[src/rtl/i2c_target_rx.sv]
// rtl/i2c_target_rx.sv - write-only I2C target receiver with address match, ACK and byte strobe
module i2c_target_rx #(
  parameter logic [6:0] ADDRESS  = 7'h50,
  parameter int         MAXBYTES = 8
) (
  input  logic       CLK,
  input  logic       RESET,
  input  logic       SCL_IN,
  input  logic       SDA_IN,
  output logic       SDA_OE,
  output logic [7:0] RXDATA,
  output logic       RXVALID,
  output logic       RXFIRST,
  output logic [7:0] BYTECOUNT,
  output logic       BUSY,
  output logic       STOPSEEN
);

  localparam logic [7:0] MAXB = 8'(MAXBYTES);

  typedef enum logic [2:0] {IDLE, ADDR, ADDR_ACK, DATA, DATA_ACK, IGNORE} state_t;

  state_t     state_q, state_d;
  logic       scl_s1, scl_s2, scl_h, sda_s1, sda_s2, sda_h;
  logic [3:0] cnt_q, cnt_d;
  logic [7:0] shift_q, shift_d;
  logic       ack_q, ack_d;
  logic [7:0] rxdata_d, bytecount_d;
  logic       rxvalid_d, rxfirst_d, busy_d, oe_d, stopseen_d;
  logic       sclr, sclf, start_det, stop_det;

  // Synchronizers reset to the idle bus level so reset release creates no edges.
  always_ff @(posedge CLK or posedge RESET) begin
    if (RESET) begin
      {scl_s1, scl_s2, scl_h} <= 3'b111;
      {sda_s1, sda_s2, sda_h} <= 3'b111;
    end else begin
      {scl_s1, scl_s2, scl_h} <= {SCL_IN, scl_s1, scl_s2};
      {sda_s1, sda_s2, sda_h} <= {SDA_IN, sda_s1, sda_s2};
    end
  end

  assign sclr = scl_s2 & ~scl_h;
  assign sclf = ~scl_s2 & scl_h;
  // SCL must be high in both samples, so an SDA change coincident with sclr is not START/STOP.
  assign start_det = scl_s2 & scl_h & sda_h & ~sda_s2;
  assign stop_det  = scl_s2 & scl_h & ~sda_h & sda_s2;

  always_ff @(posedge CLK or posedge RESET) begin
    if (RESET) begin
      state_q   <= IDLE;
      cnt_q     <= '0;
      shift_q   <= '0;
      ack_q     <= 1'b0;
      RXDATA    <= '0;
      RXVALID   <= 1'b0;
      RXFIRST   <= 1'b0;
      BYTECOUNT <= '0;
      BUSY      <= 1'b0;
      SDA_OE    <= 1'b0;
      STOPSEEN  <= 1'b0;
    end else begin
      state_q   <= state_d;
      cnt_q     <= cnt_d;
      shift_q   <= shift_d;
      ack_q     <= ack_d;
      RXDATA    <= rxdata_d;
      RXVALID   <= rxvalid_d;
      RXFIRST   <= rxfirst_d;
      BYTECOUNT <= bytecount_d;
      BUSY      <= busy_d;
      SDA_OE    <= oe_d;
      STOPSEEN  <= stopseen_d;
    end
  end

  always_comb begin
    state_d     = state_q;
    cnt_d       = cnt_q;
    shift_d     = shift_q;
    ack_d       = ack_q;
    rxdata_d    = RXDATA;
    rxvalid_d   = 1'b0;
    rxfirst_d   = 1'b0;
    bytecount_d = BYTECOUNT;
    busy_d      = BUSY;
    oe_d        = SDA_OE;
    stopseen_d  = 1'b0;
    if (stop_det) begin
      state_d    = IDLE;
      oe_d       = 1'b0;
      busy_d     = 1'b0;
      stopseen_d = 1'b1;
    end else if (start_det) begin
      state_d     = ADDR;
      cnt_d       = '0;
      shift_d     = '0;
      bytecount_d = '0;
      oe_d        = 1'b0;
      busy_d      = 1'b0;
    end else begin
      case (state_q)
        ADDR: begin
          if (sclr && cnt_q != 4'd8) begin
            shift_d = {shift_q[6:0], sda_s2};
            cnt_d   = cnt_q + 4'd1;
          end else if (sclf && cnt_q == 4'd8) begin
            if (shift_q == {ADDRESS, 1'b0}) begin
              state_d = ADDR_ACK;
              oe_d    = 1'b1;
              busy_d  = 1'b1;
            end else begin
              state_d = IGNORE;
            end
          end
        end
        ADDR_ACK, DATA_ACK: begin
          // Entered on the sclf after bit 8, so the next sclf ends the ACK clock.
          if (sclf) begin
            oe_d    = 1'b0;
            cnt_d   = '0;
            state_d = DATA;
          end
        end
        DATA: begin
          if (sclr && cnt_q != 4'd8) begin
            shift_d = {shift_q[6:0], sda_s2};
            cnt_d   = cnt_q + 4'd1;
            if (cnt_q == 4'd7) begin
              ack_d = (BYTECOUNT < MAXB);
              if (BYTECOUNT < MAXB) begin
                rxdata_d    = {shift_q[6:0], sda_s2};
                rxvalid_d   = 1'b1;
                rxfirst_d   = (BYTECOUNT == 8'd0);
                bytecount_d = BYTECOUNT + 8'd1;
              end
            end
          end else if (sclf && cnt_q == 4'd8) begin
            if (ack_q) begin
              state_d = DATA_ACK;
              oe_d    = 1'b1;
            end else begin
              state_d = IGNORE;
            end
          end
        end
        IGNORE: oe_d = 1'b0;
        default: ;
      endcase
    end
  end

endmodule

[config.mk]
export PLATFORM = sky130hd
export DESIGN_NAME = i2c_target_rx
export DESIGN_NICKNAME = d
export VERILOG_FILES = /design/src/rtl/i2c_target_rx.sv
export SDC_FILE = /design/constraint.sdc
export NUM_CORES = 1
export LEC_CHECK = 0
export ABC_AREA = 1
export CAP_MARGIN = 30
export CORE_ASPECT_RATIO = 0.7
export CORE_MARGIN = 8
export CORE_UTILIZATION = 55
export CTS_CLUSTER_DIAMETER = 150
export DETAILED_ROUTE_END_ITERATION = 7
export GPL_TIMING_DRIVEN = 0
export PLACE_DENSITY_LB_ADDON = 0.15
export RECOVER_POWER = 50
export SLEW_MARGIN = 15
export SYNTH_ARGS = -nofsm -noshare
export SYNTH_HDL_FRONTEND = slang
export SYNTH_SLANG_ARGS = --single-unit
[constraint.sdc]
create_clock -name CLK -period 2 [get_ports CLK]
set_input_delay 0.4 -clock CLK [delete_from_list [all_inputs] [get_ports CLK]]
set_output_delay 0.4 -clock CLK [all_outputs]
set_load 0.02 [all_outputs]
**After elaboration in Yosys (flattened, before gate mapping)**

Index checks and enable logic that the tools add are counted.

- Register bits after elaboration: 43
- Input port bits: 4
- Output and inout bits: 21
- Logic and storage cells: 124

- $add $sub $neg: 2
- Order comparisons: 1
- Equal/unequal tests: 19
- Multiplexer cells: 48
- Bitwise logic cells: 13
- Reductions and logical operators: 24

Operators with widths:

| cell | count |
|---|---|
| 8-bit 2-to-1 mux | 8 |
| 4-bit inequality test, second input constant | 8 |
| 1-bit 2-to-1 mux | 26 |
| 3-bit 2-to-1 mux | 8 |
| 4-bit 2-to-1 mux | 3 |
| 6-bit AND reduction | 2 |
| 3-bit nonzero test | 4 |
| 5-bit AND reduction | 2 |
| 2-bit nonzero test | 5 |
| 3-bit one-hot mux with 3 select lines | 1 |
| 8-bit by 1-bit adder with 8-bit output, second input constant | 1 |
| 8-bit == test, second input constant | 1 |
| 8-bit zero test | 1 |
| 8-bit by 4-bit < comparator with 1-bit output, second input constant | 1 |
| 4-bit one-hot mux with 2 select lines | 1 |
| 4-bit AND reduction | 2 |
| 8-bit AND reduction | 1 |
| 1-bit bitwise AND | 7 |
| 3-bit by 2-bit == test with 1-bit output, second input constant | 2 |
| 3-bit == test, second input constant | 2 |
| 3-bit inequality test, second input constant | 2 |
| 1-bit NOT | 6 |
| 6-bit nonzero test | 1 |
| 5-bit nonzero test | 1 |
| 9 further kinds | 11 |

**Longest topological paths before layout**

- Word-level depth: 8
- Mapped depth: 11
- Depth with buffers taken out: 11

**Worst setup path after synthesis**

No wires, ideal clock.

- Kind: flip-flop to flip-flop
- From: reg scl_h
- To: reg SDA_OE
- Setup time: 0.117 ns
- Arrival time: 1.337 ns
- Required time: 1.883 ns
- Slack: 0.546 ns
- Stages on the path, launching flop included: 11
- Buffers on the path: 1
- Clock period less this slack: 1.454 ns
- Path through: dfstp_2 > buf_2 > nand3_1 > nand2_1 > nand2_1 > nand2_1 > nand2_1 > nor2_1 > nand2_1 > nand2_1 > nand2_1

- Cells in the longest elaborated chain, start to end: 5
- Elaborated cells between the ends (all ways): 21
- Classes of those cells: eq/ne (7); mux (2); bitwise (8); reduce/logical (4)

Ends and longest elaborated chain:

| element | line | source |
|---|---|---|
| start, declared | 24 | `logic scl_s1, scl_s2, scl_h, sda_s1, sda_s2, sda_h;` |
| start signal, assigned | 38 | `{scl_s1, scl_s2, scl_h} <= {SCL_IN, scl_s1, scl_s2};` |
| 1-bit bitwise AND or 1-bit NOT (tied branches) | 46, 47, 43 |  |
| 1-bit bitwise AND (on tied branches) | 46, 43, 47 |  |
| 1-bit bitwise AND, or another cell as far along | 46 | `assign start_det = scl_s2 & scl_h & sda_h & ~sda_s2;` |
| 4-bit inequality test (no source line), or another cell as far along | - |  |
| 8-bit AND reduction (no source line) or 1-bit 2-to-1 mux (tied branches) | - |  |
| end signal, assigned | 60 | `SDA_OE <= 1'b0;` |
| end signal, assigned | 72 | `SDA_OE <= oe_d;` |
| end, declared | 10 | `output logic SDA_OE,` |

Parallel ways exist; a longest one is shown, timed or not.
A chain may end at the register's enable or synchronous reset.

**Final worst setup path**

- From: reg BYTECOUNT[3]
- To: out BYTECOUNT[3]

RTL lines:

| element | line | source |
|---|---|---|
| start, declared | 14 | `output logic [7:0] BYTECOUNT,` |
| start signal, assigned | 70 | `BYTECOUNT <= bytecount_d;` |

No word-level cell between the ends.

==> metrics.csv <==
metric;value;unit
clock_sinks;43;
yosys.area.top_type;dfrtp_1;
final_util;70.6;%
drv_slew;0;
critPathKind;flop to output port;
power;2.68;mW
worstHoldEndpoint;scl_s2$_DFF_PP1_;
synthCells;239;
rr_startpoint;scl_s2$_DFF_PP1_;
drv_cap;0;
crit_buf_inv;1;
drive_above_1_share;12.1;%
synth_fa_ha_area_share;2.45;%
syn_avg_cell_area;8.54;um^2
fmax;549;MHz
mostFrequentLayoutCells;nand2_1 (62), dfrtp_1 (37), nor2_1 (29);
io_buffers;24;
final.setup_skew;0.00483;ns
min_path_cells;0;
multi_input_area;818;um^2
p_leak;1.21;nW
antenna_found_initial;0;
yosysWarnings;0;
grt-ovfl-total;0;
synth.distinct_cells;29;
crit_path_max_fanout;4;
min_period;1.82;ns
core;3540;um^2
synth_nets;247;
n_antenna_cell;0;
cp-start-kind;flop;
cp_cell_sequence;clkdlybuf4s50_1;
reg2reg_slack;0.22;ns
cpPeakStageDelay;0.66;ns
layout.nets;279;
clockBufferDepth;2;
grt_pass1_vias;1537;
grtUsageTotal;16.0;%
arrival;1.42;ns
n_fill_cell;281;
regArea;1080;um^2
post_cts_resized;0;
initial_core_util;57.7;%
postCtsSetupBuffers;0;
hold_class;flop to flop;
cts_tree;done;
rsz0062_at_grt;false;
drc;0;
synth_top_family_by_area;simple AND/OR/NAND/NOR gates;
synth-compound-area-share;8.95;%
place_hpwl;3260;um
min_from;scl_s1$_DFF_PP1_;
status;complete, no violations;
htree_num_levels;2;
end_kind;output port;
hold_viol;0;
setup_viol;0;
dieArea;5950;um^2
pin_count;25;
powerDensity;1070;nW/um^2
initialDrtViolationCount;89;
ant_nets;0;
wl_per_cell;13.8;um
die_h;67.0;um
clkTransAtPathRegs;0.08;ns
cts_root_buf;clkbuf_8;
avgViaCountPerCell;5.16;
muxShareOfSynthArea;0;%
ir_drop;589;uV
grt_max_degree;31;
netlist_top_cells_area;dfrtp_1 (45%), nand2_1 (11%), dfstp_2 (7.7%), nor2_1 (5.3%), inv_1 (5.0%);
via_count;1662;
r2r_cells;9;
critPathSlowestCell;clkdlybuf4s50_1;
final_common_cell;nand2_1;
timing.slew.headroom;60.5;%
period_share;91.1;%
ys_ff_latch;43;
reg2reg_to;SDA_OE$_DFFE_PP0P_;
synth_xor_area_share;1.72;%
area_growth;22.4;%
critPathTopFamily;buffers and inverters;
grt_pass1_wl;7260;um
synth_area;2040;um^2
synth-seq-area-share;53.1;%
die_x;88.8;um
wl;4430;um
cts-buffers-inserted;5;
gp_congestion;0.892;
worst_ep_required_time;1.60;ns
rows;18;
clk_latency;0.30;ns
synth_top_area_share;45.4;%
yosys.area_share.simple;27.1;%
cts_hold_buf;0;
drt-pass1-iter-count;4;
tightestPinTransition;0.588;ns
==> worst max-delay path by stage <==
stage,endpoint,cells after the start,startpoint
finish,BYTECOUNT[3],1,BYTECOUNT[3]$_DFFE_PP0P_
global route,SDA_OE$_DFFE_PP0P_,9,sda_s2$_DFF_PP1_
CTS,BYTECOUNT[3],1,BYTECOUNT[3]$_DFFE_PP0P_
detailed placement,SDA_OE$_DFFE_PP0P_,10,scl_h$_DFF_PP1_
global placement,cnt_q[1]$_DFFE_PP0P_,2,RESET
floorplan,SDA_OE$_DFFE_PP0P_,10,scl_h$_DFF_PP1_
==> synth_stat cells, drive strengths merged <==
library cell / number
nor2: 33
inv: 32
o21ai: 20
a21oi: 3
nor3b: 1
o211ai: 1
dfrtp: 37
nand2: 65
ha: 4
dfstp: 6
xor2: 3
buf: 2
nand3: 17
nor3: 2
a211oi: 1
and2: 1
nand4: 3
o22ai: 7
xnor2: 1
==> layer usage <==
metal  up-vias  track usage [%]  share of wire (%)
li1        823                -                  -
met1       768             20.6                 46
met2        62             24.0                 44
met3         9             4.42                7.7
met4         0             8.18                2.3
met5         -                0                  0
==> power breakdown <==
part / internal, mW / total [mW] / switching (mW) / leakage (nW)
Clock: 0.498 / 0.809 / 0.311 / 0.0644
Combinational: 0.265 / 0.804 / 0.540 / 0.577
Sequential: 0.981 / 1.06 / 0.0818 / 0.568
Total: 1.74 / 2.68 / 0.932 / 1.21
==> final cells by class <==
class	instances	share of cell area [%]
Tap cell	50	2.51
Sequential cell	43	43.4
Clock buffer	5	2.76
Clock inverter	3	2.71
Buffer	2	0.651
Inverter	32	4.81
Multi-Input combinational cell	162	32.8
Timing Repair Buffer	25	10.4
==> cell families (layout without fill, tap and decap cells) <==
group / count (synthesis) / in the layout
AOI/OAI and AO/OA: 32 / 32
xor gates and xnor gates: 4 / 4
adders and majority gates: 4 / 4
buffers and inverters: 34 / 67
DFF: 43 / 43
and+or+nand+nor: 122 / 122
==> state kept, by name, summed over array words and instances (netlist names) <==
register   count
sda_s2         1
ack_q          1
scl_s2         1
RXDATA         8
BYTECOUNT      8
scl_s1         1
sda_s1         1
BUSY           1
state_q        3
shift_q        8
SDA_OE         1
STOPSEEN       1
RXVALID        1
scl_h          1
cnt_q          4
RXFIRST        1
sda_h          1
==> through the flow <==
stage	hold WS [ns]	setup TNS [ns]	instances	setup slack, ns	area (um^2)
finish	0.364	0	322	0.177	2500
global route	0.366	0	322	0.0933	2500
CTS	0.359	0	322	0.173	2500
detailed placement	0.347	0	314	0.311	2360
global placement	0.346	-8.58	313	-0.235	2340
floorplan	0.345	0	239	0.546	2040
(Power assumes the default switching activity.)
